===== src/rtl/mips_ctrl_pkg.sv =====
// Shared definitions for the multicycle MIPS controller: state encoding,
// opcode values and datapath select codes.
package mips_ctrl_pkg;

    typedef enum logic [3:0] {
        FETCH    = 4'd0,
        DECODE   = 4'd1,
        MEMADR   = 4'd2,
        MEMREAD  = 4'd3,
        MEMWB    = 4'd4,
        MEMWRITE = 4'd5,
        EXECUTE  = 4'd6,
        ALUWB    = 4'd7,
        BRANCH   = 4'd8,
        ADDIEX   = 4'd9,
        ADDIWB   = 4'd10,
        JUMP     = 4'd11
    } state_e;

    localparam logic [5:0] OP_RTYPE = 6'b000000;
    localparam logic [5:0] OP_J     = 6'b000010;
    localparam logic [5:0] OP_BEQ   = 6'b000100;
    localparam logic [5:0] OP_ADDI  = 6'b001000;
    localparam logic [5:0] OP_LW    = 6'b100011;
    localparam logic [5:0] OP_SW    = 6'b101011;

    localparam logic [1:0] ALU_OP_ADD   = 2'b00;
    localparam logic [1:0] ALU_OP_SUB   = 2'b01;
    localparam logic [1:0] ALU_OP_FUNCT = 2'b10;

    localparam logic [1:0] SRCB_REG    = 2'b00;
    localparam logic [1:0] SRCB_FOUR   = 2'b01;
    localparam logic [1:0] SRCB_IMM    = 2'b10;
    localparam logic [1:0] SRCB_BR_IMM = 2'b11;

    localparam logic [1:0] PC_SRC_ALU    = 2'b00;
    localparam logic [1:0] PC_SRC_ALUOUT = 2'b01;
    localparam logic [1:0] PC_SRC_JUMP   = 2'b10;

    // States that wait on mem_ready and therefore run the wait timer.
    function automatic logic is_wait_state(state_e s);
        return (s == FETCH) || (s == MEMREAD) || (s == MEMWRITE);
    endfunction

endpackage


===== src/rtl/multicycle_ctrl_if.sv =====
// Controller bundle: instruction/memory status in, datapath enables and
// debug/error status out. The controller takes the slave side.
interface multicycle_ctrl_if;

    logic [5:0] opcode;
    logic       mem_ready;
    logic       iord;
    logic       mem_read;
    logic       mem_write;
    logic       ir_write;
    logic       pc_write;
    logic       branch;
    logic       reg_dst;
    logic       mem_to_reg;
    logic       reg_write;
    logic       alu_src_a;
    logic [1:0] alu_src_b;
    logic [1:0] pc_src;
    logic [1:0] alu_op;
    logic [3:0] state;
    logic       illegal_op;
    logic       mem_timeout;

    modport master (
        output opcode, mem_ready,
        input  iord, mem_read, mem_write, ir_write, pc_write, branch,
        input  reg_dst, mem_to_reg, reg_write, alu_src_a,
        input  alu_src_b, pc_src, alu_op, state, illegal_op, mem_timeout
    );

    modport slave (
        input  opcode, mem_ready,
        output iord, mem_read, mem_write, ir_write, pc_write, branch,
        output reg_dst, mem_to_reg, reg_write, alu_src_a,
        output alu_src_b, pc_src, alu_op, state, illegal_op, mem_timeout
    );

endinterface


===== src/rtl/multicycle_ctrl_mem_wait_timer.sv =====
// Eight-bit memory wait counter; flags when the count reaches LIMIT so the
// controller can abandon a stalled access.
module mem_wait_timer #(
    parameter logic [7:0] LIMIT = 8'd15
) (
    input  logic clk,
    input  logic reset,
    input  logic clear_i,
    input  logic enable_i,
    output logic limit_o
);

    logic [7:0] count_q;
    logic [7:0] count_d;

    always_comb begin
        count_d = count_q;
        if (clear_i) begin
            count_d = '0;
        end else if (enable_i) begin
            count_d = count_q + 8'd1;
        end
    end

    always_ff @(posedge clk) begin
        if (reset) begin
            count_q <= '0;
        end else begin
            count_q <= count_d;
        end
    end

    assign limit_o = (count_q == LIMIT);

endmodule


===== src/rtl/multicycle_ctrl.sv =====
// Multicycle MIPS control FSM: a state register plus a combinational decoder
// driving datapath enables, with a watchdog on every memory wait.
module multicycle_ctrl
    import mips_ctrl_pkg::*;
#(
    parameter int unsigned TIMEOUT_CYCLES = 16
) (
    input  logic              clk,
    input  logic              reset,
    multicycle_ctrl_if.slave  bus
);

    state_e state_q;
    state_e state_d;

    logic in_wait;
    logic limit_hit;
    logic timed_out;
    logic timer_en;
    logic timer_clr;

    // The timer only keeps counting while we are stuck waiting; any other
    // cycle (including the one that leaves a wait state) zeroes it, so every
    // entry into a wait state starts from 0.
    assign in_wait   = is_wait_state(state_q);
    assign timed_out = in_wait && !bus.mem_ready && limit_hit;
    assign timer_en  = in_wait && !bus.mem_ready && !limit_hit;
    assign timer_clr = !timer_en;

    mem_wait_timer #(
        .LIMIT (8'(TIMEOUT_CYCLES - 1))
    ) u_wait_timer (
        .clk      (clk),
        .reset    (reset),
        .clear_i  (timer_clr),
        .enable_i (timer_en),
        .limit_o  (limit_hit)
    );

    always_ff @(posedge clk) begin
        if (reset) begin
            state_q <= FETCH;
        end else begin
            state_q <= state_d;
        end
    end

    always_comb begin
        state_d         = state_q;
        bus.iord        = 1'b0;
        bus.mem_read    = 1'b0;
        bus.mem_write   = 1'b0;
        bus.ir_write    = 1'b0;
        bus.pc_write    = 1'b0;
        bus.branch      = 1'b0;
        bus.reg_dst     = 1'b0;
        bus.mem_to_reg  = 1'b0;
        bus.reg_write   = 1'b0;
        bus.alu_src_a   = 1'b0;
        bus.alu_src_b   = SRCB_REG;
        bus.pc_src      = PC_SRC_ALU;
        bus.alu_op      = ALU_OP_ADD;
        bus.illegal_op  = 1'b0;
        bus.mem_timeout = 1'b0;

        case (state_q)
            FETCH: begin
                bus.mem_read  = 1'b1;
                bus.alu_src_b = SRCB_FOUR;
                if (bus.mem_ready) begin
                    bus.ir_write = 1'b1;
                    bus.pc_write = 1'b1;
                    state_d      = DECODE;
                end else if (timed_out) begin
                    // Reissue the fetch; PC was never advanced.
                    bus.mem_timeout = 1'b1;
                    state_d         = FETCH;
                end
            end
            DECODE: begin
                bus.alu_src_b = SRCB_BR_IMM;
                case (bus.opcode)
                    OP_LW, OP_SW: state_d = MEMADR;
                    OP_RTYPE:     state_d = EXECUTE;
                    OP_BEQ:       state_d = BRANCH;
                    OP_ADDI:      state_d = ADDIEX;
                    OP_J:         state_d = JUMP;
                    default: begin
                        bus.illegal_op = 1'b1;
                        state_d        = FETCH;
                    end
                endcase
            end
            MEMADR: begin
                bus.alu_src_a = 1'b1;
                bus.alu_src_b = SRCB_IMM;
                state_d       = (bus.opcode == OP_LW) ? MEMREAD : MEMWRITE;
            end
            MEMREAD: begin
                bus.iord     = 1'b1;
                bus.mem_read = 1'b1;
                if (bus.mem_ready) begin
                    state_d = MEMWB;
                end else if (timed_out) begin
                    bus.mem_timeout = 1'b1;
                    state_d         = FETCH;
                end
            end
            MEMWB: begin
                bus.mem_to_reg = 1'b1;
                bus.reg_write  = 1'b1;
                state_d        = FETCH;
            end
            MEMWRITE: begin
                bus.iord      = 1'b1;
                bus.mem_write = 1'b1;
                if (bus.mem_ready) begin
                    state_d = FETCH;
                end else if (timed_out) begin
                    bus.mem_timeout = 1'b1;
                    state_d         = FETCH;
                end
            end
            EXECUTE: begin
                bus.alu_src_a = 1'b1;
                bus.alu_op    = ALU_OP_FUNCT;
                state_d       = ALUWB;
            end
            ALUWB: begin
                bus.reg_dst   = 1'b1;
                bus.reg_write = 1'b1;
                state_d       = FETCH;
            end
            BRANCH: begin
                bus.alu_src_a = 1'b1;
                bus.alu_op    = ALU_OP_SUB;
                bus.branch    = 1'b1;
                bus.pc_src    = PC_SRC_ALUOUT;
                state_d       = FETCH;
            end
            ADDIEX: begin
                bus.alu_src_a = 1'b1;
                bus.alu_src_b = SRCB_IMM;
                state_d       = ADDIWB;
            end
            ADDIWB: begin
                bus.reg_write = 1'b1;
                state_d       = FETCH;
            end
            JUMP: begin
                bus.pc_src   = PC_SRC_JUMP;
                bus.pc_write = 1'b1;
                state_d      = FETCH;
            end
            default: begin
                state_d = FETCH;
            end
        endcase
    end

    assign bus.state = state_q;

endmodule


===== src/flat_wrapper.sv =====
// flat-port wrapper written by rule: the top's interface ports become plain ports
module multicycle_ctrl_flat import mips_ctrl_pkg::*;
#(
    parameter int unsigned TIMEOUT_CYCLES = 16
)
  (clk, reset, bus_opcode, bus_mem_ready, bus_iord, bus_mem_read, bus_mem_write, bus_ir_write, bus_pc_write, bus_branch, bus_reg_dst, bus_mem_to_reg, bus_reg_write, bus_alu_src_a, bus_alu_src_b, bus_pc_src, bus_alu_op, bus_state, bus_illegal_op, bus_mem_timeout);
  multicycle_ctrl_if bus_i ();
  input  logic clk;
  input  logic reset;
  input wire logic [$bits(bus_i.opcode)-1:0] bus_opcode;
  input wire logic [$bits(bus_i.mem_ready)-1:0] bus_mem_ready;
  output wire logic [$bits(bus_i.iord)-1:0] bus_iord;
  output wire logic [$bits(bus_i.mem_read)-1:0] bus_mem_read;
  output wire logic [$bits(bus_i.mem_write)-1:0] bus_mem_write;
  output wire logic [$bits(bus_i.ir_write)-1:0] bus_ir_write;
  output wire logic [$bits(bus_i.pc_write)-1:0] bus_pc_write;
  output wire logic [$bits(bus_i.branch)-1:0] bus_branch;
  output wire logic [$bits(bus_i.reg_dst)-1:0] bus_reg_dst;
  output wire logic [$bits(bus_i.mem_to_reg)-1:0] bus_mem_to_reg;
  output wire logic [$bits(bus_i.reg_write)-1:0] bus_reg_write;
  output wire logic [$bits(bus_i.alu_src_a)-1:0] bus_alu_src_a;
  output wire logic [$bits(bus_i.alu_src_b)-1:0] bus_alu_src_b;
  output wire logic [$bits(bus_i.pc_src)-1:0] bus_pc_src;
  output wire logic [$bits(bus_i.alu_op)-1:0] bus_alu_op;
  output wire logic [$bits(bus_i.state)-1:0] bus_state;
  output wire logic [$bits(bus_i.illegal_op)-1:0] bus_illegal_op;
  output wire logic [$bits(bus_i.mem_timeout)-1:0] bus_mem_timeout;
  assign bus_i.opcode = bus_opcode;
  assign bus_i.mem_ready = bus_mem_ready;
  assign bus_iord = bus_i.iord;
  assign bus_mem_read = bus_i.mem_read;
  assign bus_mem_write = bus_i.mem_write;
  assign bus_ir_write = bus_i.ir_write;
  assign bus_pc_write = bus_i.pc_write;
  assign bus_branch = bus_i.branch;
  assign bus_reg_dst = bus_i.reg_dst;
  assign bus_mem_to_reg = bus_i.mem_to_reg;
  assign bus_reg_write = bus_i.reg_write;
  assign bus_alu_src_a = bus_i.alu_src_a;
  assign bus_alu_src_b = bus_i.alu_src_b;
  assign bus_pc_src = bus_i.pc_src;
  assign bus_alu_op = bus_i.alu_op;
  assign bus_state = bus_i.state;
  assign bus_illegal_op = bus_i.illegal_op;
  assign bus_mem_timeout = bus_i.mem_timeout;
  multicycle_ctrl #(.TIMEOUT_CYCLES(TIMEOUT_CYCLES)) u_core (.clk(clk), .reset(reset), .bus(bus_i));
endmodule

===== config.mk =====
export PLATFORM = sky130hd
export DESIGN_NAME = multicycle_ctrl_flat
export DESIGN_NICKNAME = d
export VERILOG_FILES = /design/src/rtl/mips_ctrl_pkg.sv /design/src/rtl/multicycle_ctrl_if.sv /design/src/rtl/multicycle_ctrl_mem_wait_timer.sv /design/src/rtl/multicycle_ctrl.sv /design/src/flat_wrapper.sv
export SDC_FILE = /design/constraint.sdc
export NUM_CORES = 1
export LEC_CHECK = 0
export BUFFER_PORTS_ARGS = -buffer_cell sky130_fd_sc_hd__clkbuf_2
export CAP_MARGIN = 40
export CELL_PAD_IN_SITES_DETAIL_PLACEMENT = 0
export CELL_PAD_IN_SITES_GLOBAL_PLACEMENT = 2
export CORE_ASPECT_RATIO = 1.2
export CORE_UTILIZATION = 24
export CTS_CLUSTER_SIZE = 14
export DETAILED_ROUTE_END_ITERATION = 8
export PLACE_DENSITY = 0.8
export SETUP_SLACK_MARGIN = 0.3
export SYNTH_ARGS = -nofsm -noshare
export SYNTH_HDL_FRONTEND = slang
export SYNTH_SLANG_ARGS = --single-unit

===== constraint.sdc =====
create_clock -name clk -period 1.4 [get_ports clk]
set_clock_uncertainty 0.05 [all_clocks]
set_input_delay 0.28 -clock clk [delete_from_list [all_inputs] [get_ports clk]]
set_output_delay 0.28 -clock clk [all_outputs]
set_load 0.03 [all_outputs]

==> flow_metrics.py, run 1 <==
metrics = {
    "detailed_routing": {
        "num_vias": 1132,
        "drt-initial-drc-count": 32,
        "wl_per_cell_um": 14.7,
        "drtPass1Iterations": 6,
        "wl_mm": 3.43,
        "vias_per_cell": 4.86,
        "drtAntennaViolNets": 0,
        "drc": 3,
    },
    "power_and_ir_drop": {
        "ir_worst_vdd_v": 0.000456,
        "finalPower_mw": 0.961,
        "power.leakage_nw": 0.853,
        "power_density_mw_per_mm2": 447,
    },
    "timing": {
        "hold_viol_final": 0,
        "setup-tns-final_ps": -4210,
        "fin_crit_sh": 1.26,
        "slew_viol_final": 0,
        "setup_violations": 26,
        "worst_pin_slew_ps": 334,
        "whs_ps": 198,
        "setup_ws_ps": -361,
        "max_freq_mhz": 568,
        "final.min_clock_period_ps": 1760,
        "slew_headroom": 0.775,
        "rsz0062_at_grt": "yes",
    },
    "setup_path": {
        "cp-end-kind": "output port",
        "critPathMaxFanout": 2,
        "crit_required_ps": 1070,
        "crit_type": "flip-flop to output port",
        "worstPathArrival_ps": 1430,
        "worstSetupStartpointType": "flip-flop",
    },
    "synth": {
        "yosys.area_share.adder": 0.0142,
        "synth_edf_count": 0,
        "synthTopCellsByArea": "dfxtp_1, nor2_1, xnor2_1",
        "synth_top_family_by_area": "simple AND/OR/NAND/NOR gates",
        "ys_async_sr_fraction": 0,
        "ys_warn_count": 0,
        "dominantRegCellSynth": "dfxtp_1",
        "synth_area_leader_cell": "dfxtp_1",
        "synth_seq_area_share": 0.273,
        "yosysMostFrequentCell": "nor2_1",
        "synth_top_area_share": 0.273,
        "synthSimpleGateAreaFrac": 0.385,
        "synth_xor_area_frac": 0.0896,
        "synth_nets": 124,
        "avgSynthCellArea_um2": 7.72,
        "netlist_top_cells_count": "nor2_1, dfxtp_1, nand2_1",
        "synth_compound_area_frac": 0.166,
        "syn_inst": 114,
        "synth_area_um2": 880,
        "synthMuxAreaShare": 0.0114,
        "yosys.cell_types.count": 38,
        "ys_ff_latch": 12,
    },
    "cts": {
        "cts.path.max_buffers": 2,
        "clock_sinks": 12,
        "cts-root-buf": "clkbuf_8",
        "clkTransAtPathRegs_ps": 50,
        "cts_tree": "done",
        "htree_levels": 1,
        "cts-buffers-inserted": 3,
        "worst_skew_pair.late_latency_ps": 240,
    },
    "min_path": {
        "hold_class": "primary input to flip-flop",
    },
    "placed_design": {
        "gp_congestion": 0.739,
        "port_buffers": 30,
        "hpwl_mm": 2.08,
        "placed_area_mm2": 0.00154,
        "post-place-cells": 215,
        "dp_slack_ps": -304,
    },
    "cells_and_area": {
        "area_growth_pct": 144,
        "nets": 207,
        "fin_area_mm2": 0.00215,
        "instances_no_fill": 233,
        "drive_gt1_frac": 0.740,
        "antenna-diode-count": 0,
        "fin_util": 0.627,
    },
    "flow_run": {
        "drv_cap": 0,
    },
    "grt": {
        "grt_pass1_vias": 1188,
        "grt_pass1_wl_mm": 5.22,
        "track_usage": 0.177,
        "grt_max_degree": 9,
        "antenna_found_initial": 0,
        "grt.overflow.total": 0,
    },
    "die": {
        "die_h_um": 68.3,
        "row_count": 23,
        "die_x_um": 57.3,
        "start_util": 0.257,
        "core-area_mm2": 0.00342,
        "design.die.area_mm2": 0.00391,
        "ios": 31,
    },
    "outcome": {
        "status": "finished with violations",
        "failed_checks": "design-rule violations, negative setup slack",
    },
}
layout by cell type (no fill, tap or decap), drive strengths merged, types with 2 or more instances in the layout:
| cell type | count |
|---|---|
| nand3 | 4 |
| a31oi | 2 |
| nor3 | 8 |
| or2 | 2 |
| a21oi | 6 |
| o21ai | 4 |
| o21bai | 2 |
| nor2 | 17 |
| nor2b | 2 |
| inv | 3 |
| buf | 72 |
| xor2 | 4 |
| nand2 | 8 |
| nand2b | 4 |
| nor4 | 6 |
| a21o | 3 |
| xnor2 | 5 |
| clkbuf | 16 |
| dfxtp | 12 |
kinds of logic (layout without fill, tap and decap cells):
logic type	count (synthesis)	after routing
flops	12	12
mux	1	1
xor+xnor	9	9
compound gates	22	22
fa+ha+maj	1	1
buf+inv	10	92
simple gates	59	59
critical path, stage by stage, from the launching register on:
cell,delay [ps]
dfxtp_2,350
ha_4,140
and3_4,200
nand2_4,60
nor4_4,230
clkbuf_8,210
registers in the layout (all words and copies together), names as in the netlist:
| signal | cells |
|---|---|
| u_core.u_wait_timer.count_q | 8 |
| u_core.bus.state | 4 |
timing repair:
| action | 4_1_cts | 5_1_grt |
|---|---|---|
| hold buffers | 0 | 0 |
| setup buffers | 10 | 4 |
| pin swaps | 18 | 12 |
| setup endpoints to repair | 34 | 34 |
| cloned | 0 | 0 |
| resized for setup | 82 | 40 |
worst paths after layout:
kind	start	end	slack, ps	depth (start not counted)
max	u_core.u_wait_timer.count_q[1]	bus_mem_timeout	-360	5
min	reset	u_core.bus.state[3]	200	2
max reg2reg	u_core.bus.state[1]	u_core.u_wait_timer.count_q[2]	-30	6
min reg2reg	u_core.u_wait_timer.count_q[0]	u_core.u_wait_timer.count_q[0]	470	2
area by class of cell:
type,instances,area [um2]
Sequential cell,12,258
Multi-Input combinational cell,92,908
Inverter,3,16.3
Tap cell,37,46.3
Timing Repair Buffer,85,875
Clock inverter,1,3.75
Clock buffer,3,41.3
Fill cell,280,1280
per-layer routing:
metal | vias up | track usage | routed length, um
met1 | 531 | 0.188 | 1220
met2 | 27 | 0.349 | 2030
met5 | - | 0 | 0
met4 | 0 | 0.0823 | 65
li1 | 568 | - | -
met3 | 6 | 0.0227 | 108
power breakdown:
part / leakage, nW / internal (mW) / switching [mW]
clock network: 0.0231 / 0.193 / 0.122
logic: 0.729 / 0.152 / 0.144
registers: 0.101 / 0.342 / 0.00748
Note: power is estimated with default switching activity, not from simulation.
==> inputs of run 2 (changes only) <==
--- a/config.mk
+++ b/config.mk
@@ -5,15 +5,16 @@
 export SDC_FILE = /design/constraint.sdc
 export NUM_CORES = 1
 export LEC_CHECK = 0
+export ABC_AREA = 1
 export BUFFER_PORTS_ARGS = -buffer_cell sky130_fd_sc_hd__clkbuf_2
 export CAP_MARGIN = 40
 export CELL_PAD_IN_SITES_DETAIL_PLACEMENT = 0
 export CELL_PAD_IN_SITES_GLOBAL_PLACEMENT = 2
 export CORE_ASPECT_RATIO = 1.2
-export CORE_UTILIZATION = 24
+export CORE_UTILIZATION = 21
 export CTS_CLUSTER_SIZE = 14
 export DETAILED_ROUTE_END_ITERATION = 8
-export PLACE_DENSITY = 0.8
+export PLACE_DENSITY = 0.78
 export SETUP_SLACK_MARGIN = 0.3
 export SYNTH_ARGS = -nofsm -noshare
 export SYNTH_HDL_FRONTEND = slang
==> run 2 against run 1 <==
Compared with the run above:
- the flow finishes with violations (negative setup slack)
- final cell count rose by 15%
- register-to-register slack barely moved
- first-iteration DRC count rose by 6.3%
- synthesized area fell by 0.14%
- critical path type unchanged
==> flow_metrics.py, run 2 <==
metrics = {
    "timing": {
        "setup_violations": 25,
        "fin_crit_sh": 1.16,
        "hold_viol_final": 0,
        "slew_viol_final": 0,
        "setup_ws_ps": -225,
        "worst_pin_slew_ps": 249,
        "rsz0062_at_grt": "yes",
        "setup-tns-final_ps": -2580,
        "slew_headroom": 0.833,
        "final.min_clock_period_ps": 1620,
        "max_freq_mhz": 615,
    },
    "cells_and_area": {
        "nets": 225,
        "antenna-diode-count": 0,
        "nFillCells": 395,
        "area_growth_pct": 120,
        "largest_register_ffs": 8,
        "layout_common_cells": "buf_4, nand2_1, nor2_1, nor2_4",
        "fin_util": 0.486,
        "fin_area_mm2": 0.00193,
        "layout_commonest_cell": "buf_4",
        "instances_no_fill": 268,
        "largest-register": "u_core.u_wait_timer.count_q",
        "drive_gt1_frac": 0.650,
        "multi_input_area_um2": 786,
        "regArea_um2": 258,
    },
    "synth": {
        "synth_area_leader_cell": "dfxtp_1",
        "avgSynthCellArea_um2": 6.02,
        "yosys.cell_types.count": 23,
        "ys_ff_latch": 12,
        "synthTopCellsByArea": "dfxtp_1, nor2_1, nand2_1",
        "syn_inst": 146,
        "yosysMostFrequentCell": "nor2_1",
        "netlist_top_cells_count": "nor2_1, nand2_1, inv_1",
        "ys_warn_count": 0,
        "synth_area_um2": 878,
        "synth_nets": 156,
        "ys_async_sr_fraction": 0,
        "synth_edf_count": 0,
        "synth_top_area_share": 0.274,
        "dominantRegCellSynth": "dfxtp_1",
        "synth_seq_area_share": 0.274,
    },
    "cts": {
        "cts.path.max_buffers": 2,
        "cts-root-buf": "clkbuf_8",
        "cts-buffers-inserted": 3,
        "worst_skew_pair.late_latency_ps": 240,
        "cts_tree": "done",
        "htree_levels": 1,
        "clkTransAtPathRegs_ps": 50,
        "clock_sinks": 12,
    },
    "power_and_ir_drop": {
        "ir_worst_vdd_v": 0.000668,
        "sw_frac_of_total": 0.292,
        "finalPower_mw": 0.946,
        "internal_power_mw": 0.670,
        "power.leakage_nw": 0.887,
        "power.switching_mw": 0.277,
        "p_clk_frac": 0.337,
        "power_density_mw_per_mm2": 490,
        "power_frac_seq": 0.374,
        "comb_power_share": 0.289,
    },
    "detailed_routing": {
        "vias_per_cell": 4.23,
        "num_vias": 1133,
        "drtAntennaViolNets": 0,
        "wl_per_cell_um": 10.6,
        "drtPass1Iterations": 4,
        "drc": 0,
        "drt-initial-drc-count": 34,
        "wl_mm": 2.83,
    },
    "setup_path": {
        "slowest_stage": "dfxtp_4",
        "r2r-start": "u_core.bus.state[2]",
        "rr_endpoint": "u_core.u_wait_timer.count_q[0]",
        "worstSetupStartpointType": "flip-flop",
        "reg2reg_slack_ps": -20,
        "critPathMaxFanout": 5,
        "crit_family": "flip-flops",
        "reg2reg_depth": 7,
        "crit_chain": "nand2_4, buf_6, nor2_4, nor2_2, o21ai_2, clkbuf_8",
        "worstPathArrival_ps": 1290,
        "crit_type": "flip-flop to output port",
        "cp-end-kind": "output port",
        "crit_required_ps": 1070,
        "cpPeakStageDelay_ps": 430,
        "crit_buf_inv": 2,
    },
    "grt": {
        "grt.overflow.total": 0,
        "grtUsageMet3": 0.0319,
        "grt_max_degree": 8,
        "met1_usage": 0.130,
        "antenna_found_initial": 0,
        "grt_pass1_vias": 1137,
        "track_usage": 0.133,
        "grt_use_met2": 0.258,
        "grt_pass1_wl_mm": 4.48,
        "busiest_layer": "met2",
    },
    "placed_design": {
        "placed_area_mm2": 0.00144,
        "hpwl_mm": 2.01,
        "port_buffers": 30,
        "post-place-cells": 257,
        "gp_congestion": 0.801,
    },
    "die": {
        "design.die.area_mm2": 0.00445,
        "ios": 31,
        "row_count": 25,
        "die_x_um": 61.0,
        "core-area_mm2": 0.00397,
        "start_util": 0.221,
        "die_h_um": 72.8,
    },
    "min_path": {
        "min_to": "u_core.bus.state[0]",
        "hp-start": "reset",
        "hold_class": "primary input to flip-flop",
        "hold_depth": 2,
    },
    "flow_run": {
        "drv_cap": 0,
    },
    "outcome": {
        "status": "finished with violations",
        "failed_checks": "negative setup slack",
    },
}
-- run 2: cell types whose count changed in the layout (fill, tap and decap cells not counted), moves of 5 or more --
cell / delta
buf_4: -12
buf_6: -6
buf_8: -5
inv_1: +8
inv_2: +8
nand2_1: +17
nand3_2: +5
nor2_1: +15
nor2_2: +5
nor2_4: +7
nor3_4: -5
-- run 2: worst max path at each step --
stage / start / endpoint / cells past startpoint
after floorplan: u_core.bus.state[2] / bus_reg_write / 6
after global placement: bus_opcode[5] / bus_illegal_op / 8
after detailed placement: bus_opcode[5] / bus_illegal_op / 8
after CTS: u_core.u_wait_timer.count_q[0] / bus_mem_timeout / 6
after global routing: u_core.bus.state[2] / bus_reg_write / 7
final: u_core.bus.state[1] / bus_reg_write / 6
-- run 2: cell families after synthesis --
logic type / count (synthesis) / share of synthesized area
simple gates: 97 / 0.504
buf+inv: 25 / 0.120
flops: 12 / 0.274
compound gates: 6 / 0.0385
xor+xnor: 5 / 0.0499
fa+ha+maj: 1 / 0.0142
-- run 2: through the flow --
step	setup WS (ps)	hold WS [ps]
floorplan	-33.5	289
global placement	-139	421
detailed placement	-185	424
CTS	-189	247
global route	-310	245
finish	-225	251
-- run 2: per-layer routing --
metal / share of wire / up-vias
li1: - / 582
met1: 0.38 / 524
met2: 0.58 / 25
met3: 0.026 / 2
met4: 0.0057 / 0
met5: 0 / -
-- run 2: power groups by stage --
stage	clock, mW	combinational (mW)	sequential (mW)
floorplan	0	0.115	0.365
global placement	0	0.205	0.358
detailed placement	0	0.208	0.359
CTS	0.333	0.256	0.353
global route	0.358	0.293	0.354
finish	0.319	0.274	0.354
-- run 2: area by class of cell --
type | count | share of cell area
inverters | 23 | 0.0538
well taps | 54 | 0.0350
clock buffers | 3 | 0.0214
clock inverters | 1 | 0.00195
repair buffers | 66 | 0.347
multi-input cells | 109 | 0.407
flip-flops and latches | 12 | 0.134
-- run 2: repair_timing --
action | CTS | global route
buffers inserted | 6 | 1
endpoints found under the setup margin | 34 | 34
hold buffers | 0 | 0
resized for setup | 78 | 26
pin swaps | 16 | 6
==> inputs of run 3 (changes only) <==
--- a/config.mk
+++ b/config.mk
@@ -5,17 +5,17 @@
 export SDC_FILE = /design/constraint.sdc
 export NUM_CORES = 1
 export LEC_CHECK = 0
-export ABC_AREA = 1
 export BUFFER_PORTS_ARGS = -buffer_cell sky130_fd_sc_hd__clkbuf_2
 export CAP_MARGIN = 40
 export CELL_PAD_IN_SITES_DETAIL_PLACEMENT = 0
 export CELL_PAD_IN_SITES_GLOBAL_PLACEMENT = 2
 export CORE_ASPECT_RATIO = 1.2
-export CORE_UTILIZATION = 21
+export CORE_UTILIZATION = 24
 export CTS_CLUSTER_SIZE = 14
 export DETAILED_ROUTE_END_ITERATION = 8
-export PLACE_DENSITY = 0.78
+export PLACE_DENSITY = 0.8
 export SETUP_SLACK_MARGIN = 0.3
+export SKIP_CTS_REPAIR_TIMING = 1
 export SYNTH_ARGS = -nofsm -noshare
 export SYNTH_HDL_FRONTEND = slang
 export SYNTH_SLANG_ARGS = --single-unit
==> run 3 against run 2 <==
Compared with the run above:
- the run ends with design-rule violations, negative setup slack left
- sequential share of layout area down 0.67 points
- non-clock buffer count up 14
- routed wire length increased by 9.4%
- hold slack lost 52 ps
- final cell count decreased by 15%
- core utilization grew 11 points
- via count decreased by 1.5%
- first-iteration DRC count down 15%
- setup slack worse by 110 ps
- critical path depth shrank 1
- global-route usage increased by 1.4 points
- die area down 12%
- critical endpoint is now bus_mem_timeout
==> flow_metrics.py, run 3 (synthesis results as in run 1) <==
metrics = {
    "outcome": {
        "status": "finished with violations",
        "failed_checks": "design-rule violations, negative setup slack",
    },
    "power_and_ir_drop": {
        "power_density_mw_per_mm2": 470,
        "sw_frac_of_total": 0.293,
        "ir_worst_vdd_v": 0.000458,
        "p_clk_frac": 0.334,
        "power_frac_seq": 0.367,
        "comb_power_share": 0.299,
        "power.leakage_nw": 0.818,
        "power.switching_mw": 0.279,
        "internal_power_mw": 0.675,
    },
    "cts": {
        "htree_levels": 1,
        "cts_tree": "done",
        "worst_skew_pair.late_latency_ps": 240,
        "cts-root-buf": "clkbuf_8",
        "clkTransAtPathRegs_ps": 50,
        "clock_sinks": 12,
        "cts.path.max_buffers": 2,
        "cts-buffers-inserted": 3,
    },
    "detailed_routing": {
        "drtAntennaViolNets": 0,
        "wl_mm": 3.10,
        "vias_per_cell": 4.89,
        "num_vias": 1116,
        "wl_per_cell_um": 13.6,
        "drc": 3,
        "drtPass1Iterations": 8,
        "drt-initial-drc-count": 29,
    },
    "timing": {
        "slew_viol_final": 0,
        "setup_ws_ps": -332,
        "rsz0062_at_grt": "yes",
        "final.min_clock_period_ps": 1730,
        "worst_pin_slew_ps": 319,
        "fin_crit_sh": 1.24,
        "slew_headroom": 0.786,
        "hold_viol_final": 0,
        "setup_violations": 26,
        "max_freq_mhz": 577,
        "setup-tns-final_ps": -4000,
    },
    "die": {
        "design.die.area_mm2": 0.00391,
        "ios": 31,
        "start_util": 0.257,
        "core-area_mm2": 0.00342,
        "row_count": 23,
        "die_x_um": 57.3,
        "die_h_um": 68.3,
    },
    "cells_and_area": {
        "regArea_um2": 258,
        "area_growth_pct": 131,
        "largest_register_ffs": 8,
        "layout_common_cells": "buf_4, buf_6, nor2_4, clkbuf_2, dfxtp_1",
        "nFillCells": 284,
        "multi_input_area_um2": 922,
        "drive_gt1_frac": 0.733,
        "nets": 202,
        "layout_commonest_cell": "buf_4",
        "fin_area_mm2": 0.00203,
        "antenna-diode-count": 0,
        "largest-register": "u_core.u_wait_timer.count_q",
    },
    "placed_design": {
        "placed_area_mm2": 0.00154,
        "dp_slack_ps": -304,
        "hpwl_mm": 2.08,
        "gp_congestion": 0.739,
        "port_buffers": 30,
    },
    "setup_path": {
        "slowest_stage": "dfxtp_2",
        "cpPeakStageDelay_ps": 350,
        "crit_type": "flip-flop to output port",
        "cp-end-kind": "output port",
        "crit_required_ps": 1070,
        "critPathMaxFanout": 2,
        "crit_buf_inv": 1,
        "worstPathArrival_ps": 1400,
        "worstSetupStartpointType": "flip-flop",
        "crit_chain": "ha_4, and3_4, nand2_4, nor4_4, buf_6",
        "crit_family": "simple AND/OR/NAND/NOR gates",
    },
    "grt": {
        "grt_max_degree": 12,
        "antenna_found_initial": 0,
        "grt.overflow.total": 0,
        "grt_pass1_wl_mm": 4.33,
        "track_usage": 0.146,
        "grt_pass1_vias": 1001,
    },
    "min_path": {
        "hold_class": "primary input to flip-flop",
    },
    "flow_run": {
        "drv_cap": 0,
    },
}
==> run 3: changes by cell type in the layout (fill, tap and decap cells not counted), moves of 8 or more <==
cell / delta
buf_4: +15
buf_6: +17
buf_8: -8
clkbuf_8: -10
inv_1: -8
inv_2: -8
nand2_1: -17
nor2_1: -15
nor2_2: -10
==> run 3: per-layer routing <==
metal | vias to the layer above | share of wire | GRT usage
li1 | 559 | - | -
met3 | 4 | 0.027 | 0.0227
met1 | 528 | 0.38 | 0.165
met4 | 0 | 0.016 | 0.0823
met5 | - | 0 | 0
met2 | 25 | 0.58 | 0.265
==> run 3: worst reg2reg max path: stages (launching register included) <==
cell and delay [ps]:
dfxtp_4 360, xor2_1 160, o21a_1 220, buf_6 140
nand4bb_1 200, buf_6 190, nor2_1 80
==> run 3: final cells by class <==
cell class	instances	share of cell area
Multi-Input combinational cell	92	0.454
Timing Repair Buffer	80	0.366
Sequential cell	12	0.127
Tap cell	37	0.0228
Clock buffer	3	0.0203
Inverter	3	0.00801
Clock inverter	1	0.00185
==> run 3: per-stage QoR <==
step | utilization | total power [mW] | hold WS [ps] | cells
4_1_cts | 0.463 | 0.888 | 194 | 219
2_1_floorplan | - | 0.483 | 290 | 114
3_3_place_gp | 0.450 | 0.564 | 448 | 215
5_1_grt | 0.593 | 1.01 | 202 | 228
3_5_place_dp | 0.450 | 0.567 | 450 | 215
6_report | 0.593 | 0.954 | 199 | 228
==> run 3: final timing paths <==
kind	slack, ps	endpoint	start	cells after the start
worst max register to register	-70	u_core.u_wait_timer.count_q[4]	u_core.bus.state[0]	6
worst min register to register	490	u_core.u_wait_timer.count_q[0]	u_core.u_wait_timer.count_q[0]	2
worst max-delay path	-330	bus_mem_timeout	u_core.u_wait_timer.count_q[1]	5
worst min-delay path	200	u_core.bus.state[3]	reset	2
==> run 3: power by group through the flow <==
stage               combinational (mW)  sequential, mW  clock (mW)
floorplan                        0.124           0.359           0
global placement                 0.210           0.353           0
detailed placement               0.213           0.354           0
CTS                              0.214           0.346       0.327
global route                     0.304           0.350       0.355
finish                           0.285           0.350       0.319
